### src/rtl/router_pkg.sv
// Shared definitions for the 1x3 router write-side controller.
package router_pkg;

    typedef logic [1:0] port_addr_t;

    localparam port_addr_t PORT0     = 2'd0;
    localparam port_addr_t PORT1     = 2'd1;
    localparam port_addr_t PORT2     = 2'd2;
    localparam port_addr_t PORT_NONE = 2'd3;

    localparam int TIMEOUT_CYCLES = 30;

endpackage

### src/rtl/router_stall_timer.sv
// Per-port reader-stall watchdog: one-cycle soft_reset after TIMEOUT stalled cycles.
module router_stall_timer #(
    parameter int TIMEOUT = 30,
    parameter int CNT_W   = 5
) (
    input  logic clk,
    input  logic resetn,
    input  logic vld,
    input  logic rd,
    output logic soft_reset
);

    localparam logic [CNT_W-1:0] CNT_LAST = CNT_W'(TIMEOUT - 1);

    logic [CNT_W-1:0] cnt;
    logic             stall;

    assign stall = vld & ~rd;

    // Clearing on terminal count keeps the pulse one cycle wide and restarts the window.
    always_ff @(posedge clk) begin
        if (!resetn) begin
            cnt        <= '0;
            soft_reset <= 1'b0;
        end else if (stall && cnt == CNT_LAST) begin
            cnt        <= '0;
            soft_reset <= 1'b1;
        end else if (stall) begin
            cnt        <= cnt + CNT_W'(1);
            soft_reset <= 1'b0;
        end else begin
            cnt        <= '0;
            soft_reset <= 1'b0;
        end
    end

endmodule

### src/rtl/router_sync_ctrl.sv
// Router write steering: latched destination, one-hot FIFO write enables,
// addressed full flag, valid-out and per-port stall watchdogs.
module router_sync_ctrl
    import router_pkg::*;
#(
    parameter int TIMEOUT = TIMEOUT_CYCLES,
    parameter int CNT_W   = 5
) (
    input  logic       clk,
    input  logic       resetn,
    input  logic       detect_add,
    input  logic [1:0] data_in,
    input  logic       write_enb_reg,
    input  logic       read_enb_0,
    input  logic       read_enb_1,
    input  logic       read_enb_2,
    input  logic       empty_0,
    input  logic       empty_1,
    input  logic       empty_2,
    input  logic       full_0,
    input  logic       full_1,
    input  logic       full_2,
    output logic [2:0] write_enb,
    output logic       fifo_full,
    output logic       vld_out_0,
    output logic       vld_out_1,
    output logic       vld_out_2,
    output logic       soft_reset_0,
    output logic       soft_reset_1,
    output logic       soft_reset_2
);

    port_addr_t addr;

    always_ff @(posedge clk) begin
        if (!resetn) begin
            addr <= PORT0;
        end else if (detect_add) begin
            addr <= port_addr_t'(data_in);
        end
    end

    // PORT_NONE drops the packet: no write enable and never report full.
    always_comb begin
        write_enb = 3'b000;
        fifo_full = 1'b0;
        case (addr)
            PORT0: begin
                write_enb = {2'b00, write_enb_reg};
                fifo_full = full_0;
            end
            PORT1: begin
                write_enb = {1'b0, write_enb_reg, 1'b0};
                fifo_full = full_1;
            end
            PORT2: begin
                write_enb = {write_enb_reg, 2'b00};
                fifo_full = full_2;
            end
            default: begin
                write_enb = 3'b000;
                fifo_full = 1'b0;
            end
        endcase
    end

    assign vld_out_0 = ~empty_0;
    assign vld_out_1 = ~empty_1;
    assign vld_out_2 = ~empty_2;

    router_stall_timer #(.TIMEOUT(TIMEOUT), .CNT_W(CNT_W)) u_timer_0 (
        .clk        (clk),
        .resetn     (resetn),
        .vld        (vld_out_0),
        .rd         (read_enb_0),
        .soft_reset (soft_reset_0)
    );

    router_stall_timer #(.TIMEOUT(TIMEOUT), .CNT_W(CNT_W)) u_timer_1 (
        .clk        (clk),
        .resetn     (resetn),
        .vld        (vld_out_1),
        .rd         (read_enb_1),
        .soft_reset (soft_reset_1)
    );

    router_stall_timer #(.TIMEOUT(TIMEOUT), .CNT_W(CNT_W)) u_timer_2 (
        .clk        (clk),
        .resetn     (resetn),
        .vld        (vld_out_2),
        .rd         (read_enb_2),
        .soft_reset (soft_reset_2)
    );

endmodule

### config.mk
export PLATFORM = sky130hd
export DESIGN_NAME = router_sync_ctrl
export DESIGN_NICKNAME = d
export VERILOG_FILES = /design/src/rtl/router_pkg.sv /design/src/rtl/router_stall_timer.sv /design/src/rtl/router_sync_ctrl.sv
export SDC_FILE = /design/constraint.sdc
export NUM_CORES = 1
export LEC_CHECK = 0
export ABC_AREA = 1
export CAP_MARGIN = 20
export CORE_MARGIN = 1
export CORE_UTILIZATION = 45
export DETAILED_ROUTE_END_ITERATION = 12
export GPL_TIMING_DRIVEN = 0
export MAX_ROUTING_LAYER = met4
export PLACE_DENSITY_LB_ADDON = 0.12
export REMOVE_ABC_BUFFERS = 1
export SETUP_SLACK_MARGIN = 0.02
export SYNTH_ARGS = -nofsm -noshare
export SYNTH_HDL_FRONTEND = slang
export SYNTH_HIERARCHICAL = 1
export SYNTH_SLANG_ARGS = --single-unit
### constraint.sdc
create_clock -name clk -period 1.9 [get_ports clk]
set_clock_uncertainty 0.2 [all_clocks]
set_input_delay 0.285 -clock clk [delete_from_list [all_inputs] [get_ports clk]]
set_output_delay 0.285 -clock clk [all_outputs]
set_load 0.05 [all_outputs]
==> Word-level counts from Yosys, hierarchy flattened <==
Cells that the tools add are included.
{ "word_totals": {"inputBits": 15, "regBits": 20, "word_cells": 40, "output_inout_bits": 10} }
{ "op_classes": {"bitwise_logic": 13, "eq_ne": 5, "addsub": 3, "muxes": 5, "n_reduce_logical": 7} }
{ "op_table": {"columns": ["operator", "count"], "rows": [
  ["$add 5x1->5 const B", 3],
  ["$eq 5x5->1 const B", 3],
  ["$not 1->1", 10],
  ["$pmux 3 s3", 1],
  ["$reduce_or 3->1", 3],
  ["$and 1x1->1", 3],
  ["$logic_and 1x1->1", 3],
  ["$mux 1", 3],
  ["$pmux 1 s3", 1],
  ["$eq 2x1->1 const B", 1],
  ["$eq 2x2->1 const B", 1],
  ["$logic_not 2->1", 1]
]} }

==> Longest topological paths before layout <==
{ "depth": {"depth_word": 4, "depth_mapped": 7, "ltp_nobuf": 7} }

==> By module <==
The synthesis kept the hierarchy.
{ "modules_own_cells": {"columns": ["mod", "n_inst", "cells_per_inst", "area_per_inst_um2", "seq_area_each_um2"], "rows": [
  ["router_stall_timer", 3, 35, 272.8, 120.1],
  ["router_sync_ctrl", 1, 22, 136.4, 40.0]
]} }

==> Worst setup path before layout <==
No wires, ideal clock.
{ "synth_path": {"kind": "register to output", "from": "register addr[0]", "to": "output port write_enb[0]", "n_path_buf": 0, "path_slack_ns": -0.026, "t_arrival_ns": 1.441, "t_required_ns": 1.415, "stages_incl_launch_ff": 2, "path_cell_list": "dfxtp_1 -> nor3_1"} }
{ "synth_via": {"elab_chain_len": 2, "word_cells_on_any_way": 4, "cone_classes": "eq/ne: 2; mux: 1; reduce/logical: 1"} }
{ "synth_rtl": {"columns": ["element", "line_no", "source"], "rows": [
  ["start, declared", "router_sync_ctrl.sv:33", "port_addr_t addr;"],
  ["start signal, assigned", "router_sync_ctrl.sv:39", "addr <= port_addr_t'(data_in);"],
  ["$eq 2x2->1 (tied with other cells)", "router_sync_ctrl.sv:47", "case (addr)"],
  ["$pmux 3 s3 (*)", "router_sync_ctrl.sv:47", null],
  ["end, declared", "router_sync_ctrl.sv:23", "output logic [2:0] write_enb,"]
]} }
Every way passes the cells marked *; elsewhere a longest branch is shown, timed or not.

==> Worst setup path after layout <==
{ "layout_path": {"from": "register addr[0]", "to": "output port fifo_full"} }
{ "layout_via": {"elab_chain_len": 2, "word_cells_on_any_way": 4, "cone_classes": "eq/ne: 2; mux: 1; reduce/logical: 1"} }
{ "layout_rtl": {"columns": ["element", "line_no", "source"], "rows": [
  ["$eq 2x2->1 (tied with other cells)", "router_sync_ctrl.sv:47", null],
  ["$pmux 1 s3 (*)", "router_sync_ctrl.sv:47", null],
  ["end, declared", "router_sync_ctrl.sv:24", "output logic fifo_full,"]
]} }
Marks and branches as above.

==> metrics.md <==
| Metric | Value |
|---|---|
| Placed cell areas | `roughly 1200 µm²` |
| Post-synth EDFFs | `0` |
| Antenna violations before repair | `0` |
| CTS tree | `built` |
| Sequential fraction of the synthesis area | `41.9%` |
| Remaining antenna violation count | `0` |
| Library cells used by synthesis | `16` |
| Chip width | `48.1 µm` |
| Clk sinks | `20` |
| PnR Total Power | `between 700 and 800 µW` |
| I/O pins | `25` |
| Reg-to-Reg Start | `u_timer_1/cnt[1]$_SDFF_PP0_` |
| Total GRT Usage | `between 15 and 20%` |
| TNS Setup | `0 ns` |
| # Post-CTS Setup Buffers | `0` |
| Hold Path Class | `reg -> reg` |
| Routed WL | `1.77 mm` |
| First-pass GRT wire length | `around 2.5 mm` |
| Setup crit start | `addr[0]$_SDFFE_PN0P_` |
| Htree depth | `1` |
| First-pass DRT Iterations | `4` |
| Leakage power | `0.587 nW` |
| RSZ-0062 raised after global routing | `no` |
| Clock Power Share | `31.0%` |
| Sw Ratio | `25.3%` |
| DR DRC count | `0` |
| Clk buf depth | `2` |
| Outcome | `complete, no violations` |
| Drt initial violations | `12` |
| CTS root buffer | `clkbuf_4` |
| Max-cap check violation count | `0` |
| Vias per inst | `4.73` |
| Via Count | `~860` |
| CP Max Fanout | `5` |
| GR Overflow Total | `0` |
| Logic pwr share | `about 14%` |
| Layout Nets | `~180` |
| Crit path to | `fifo_full` |
| Post-layout util | `62.8%` |
| Clock Latency Late Sink | `approximately 0.3 ns` |
| Peak VDD IR | `about 0.45 mV` |
| Synth area leader | `dfxtp_1` |
| IO Port Bufs | `24` |
| Worst R2R Setup Slack | `0.61 ns` |
| Top_reg_cell synth | `dfxtp_1` |
| Final worst path period share | `between 90 and 100%` |
| Pre-CTS setup slack | `-0.359 ns` |
| Die height | `about 48 µm` |
| Netlist Area Pre-Place | `approximately 950 µm²` |
| Die Footprint | `around 2300 µm²` |
| CP arrival | `around 1.3 ns` |
| Worst Setup End Kind | `output port` |
| Number of global-route vias before repair | `between 600 and 700` |
| Top post-synthesis cells by count | `nor2_1, dfxtp_1, inv_1` |
| Post-Syn Area per Cell | `7.52 µm²` |
| Fin. max-slew vios | `0` |
| Inserted Clock Buffers | `3` |
| Initial core utilization | `roughly 48%` |
| PD cells | `roughly 630 nW/µm²` |
| Worst EP required | `between 1 and 1.5 ns` |
| FF-to-FF path depth | `7` |
| Internal power | `between 500 and 600 µW` |
| Hold_sp | `u_timer_0/cnt[0]$_SDFF_PP0_` |
| CTS clk-pin slew, worst paths | `around 0.11 ns` |
| Worst R2R End | `u_timer_1/cnt[4]$_SDFF_PP0_` |
| Period minus WS final | `~1.8 ns` |
| Max Freq | `558 MHz` |
| CP Launch Type | `register` |
| Placer Congestion | `0.764` |
| Fin worst setup slack | `0.108 ns` |
| Async S/R FF share, synth | `0%` |
| Switch Pwr | `~200 µW` |
| Core area | `about 2000 µm²` |
| Critical path class | `reg -> out` |
| Largest net degree at the start of global routing | `12` |
| Detailed placement HPWL | `about 1.4 mm` |
| Final setup fails | `0` |
| Cells after Synth | `between 100 and 150` |
| Final hold violations | `0` |
| Post-synth top area share | `between 40% and 50%` |
| Core Rows | `16` |
| Drt wl/cell | `~9.7 µm` |
| Flop pwr share | `between 50 and 60%` |
| Yosys reg bits | `20` |
| # hold bufs at CTS | `0` |
| Syn-to-layout area delta | `30.3%` |
| Warning count from the yosys run | `6` |
| Worst-Margin Slew | `around 0.50 ns` |
| Fraction of layout cells with a size suffix above 1 | `about 15%` |
| Slew HR | `between 60% and 70%` |
| Design area | `about 1200 µm²` |
| Diodes inserted | `0` |
| Most frequent cell after synthesis | `nor2_1` |
| Top area cells in the synthesized netlist | `dfxtp_1, nor2_1, ha_1, inv_1, nand2_1` |
-- state kept, by name, summed over array words and instances (netlist names) --
register              flops
u_timer_2/soft_reset      1
addr                      2
u_timer_0/cnt             5
u_timer_0/soft_reset      1
u_timer_1/cnt             5
u_timer_2/cnt             5
u_timer_1/soft_reset      1
-- logic make-up after synthesis --
kind of cell / synth area share, %
buffers and inverters: 9.83
and+or+nand+nor: 36.6
adders and majority gates: 7.86
AOI/OAI and AO/OA: 1.05
DFF: 41.9
xor gates and xnor gates: 2.75
-- worst min-delay path by stage --
stage | cells past startpoint | slack, ns | to
after global placement | 1 | 0.26 | u_timer_1/cnt[0]$_SDFF_PP0_
final | 1 | 0.29 | u_timer_0/cnt[0]$_SDFF_PP0_
after CTS | 1 | 0.30 | u_timer_0/cnt[0]$_SDFF_PP0_
after detailed placement | 1 | 0.27 | u_timer_0/cnt[0]$_SDFF_PP0_
after global routing | 1 | 0.33 | u_timer_1/cnt[0]$_SDFF_PP0_
after floorplan | 2 | 0.22 | addr[1]$_SDFFE_PN0P_
-- critical path, cell delays in order, from the launching register on --
cell	delay, ns
dfxtp_1	0.45
inv_2	0.08
nand3_1	0.08
nand3_1	0.07
clkdlybuf4s15_2	0.33
-- power groups by stage --
stage	clock (mW)	combinational (mW)	sequential, mW
floorplan	0	0.0612	0.442
global placement	0	0.114	0.443
detailed placement	0	0.116	0.443
CTS	0.253	0.112	0.434
global route	0.267	0.118	0.435
finish	0.244	0.109	0.434
-- metal layers --
| metal | vias to the layer above | track usage, % | wire length (µm) |
|---|---|---|---|
| li1 | 451 | - | - |
| met1 | 393 | 17.5 | 767 |
| met2 | 15 | 29.2 | 925 |
| met3 | 2 | 3.77 | 62 |
| met4 | 0 | 5.00 | 16 |
| met5 | - | - | 0 |
-- placed cells by master (no fill, tap or decap), types with 5 or more instances in the layout --
cell and count:
nor2_1 25, inv_1 20, dfxtp_1 20, nand2_1 15, clkdlybuf4s50_1 14, nand3_1 10, dlygate4sd2_1 6, nand2_2 6
nand4_1 6, ha_1 6, inv_2 5
-- cell type report --
| type | count | area, µm² |
|---|---|---|
| repair buffers | 24 | 219 |
| inverters | 25 | 93.8 |
| multi-input cells | 82 | 460 |
| clock buffers | 4 | 36.3 |
| flip-flops and latches | 20 | 400 |
| well taps | 27 | 33.8 |
| fillers | 190 | 738 |
-- repair_timing --
item | 4_1_cts | 5_1_grt
gates resized for setup | 19 | 6
endpoints found under the setup margin | 10 | 3
hold endpoints to repair | 0 | 0
-- metrics by stage --
step	cells	hold WS (ns)
after global placement	178	0.260
after CTS	182	0.297
after global routing	182	0.327
after detailed placement	178	0.272
final	182	0.290
after floorplan	127	0.220
Power figures use the tool's default switching activity.
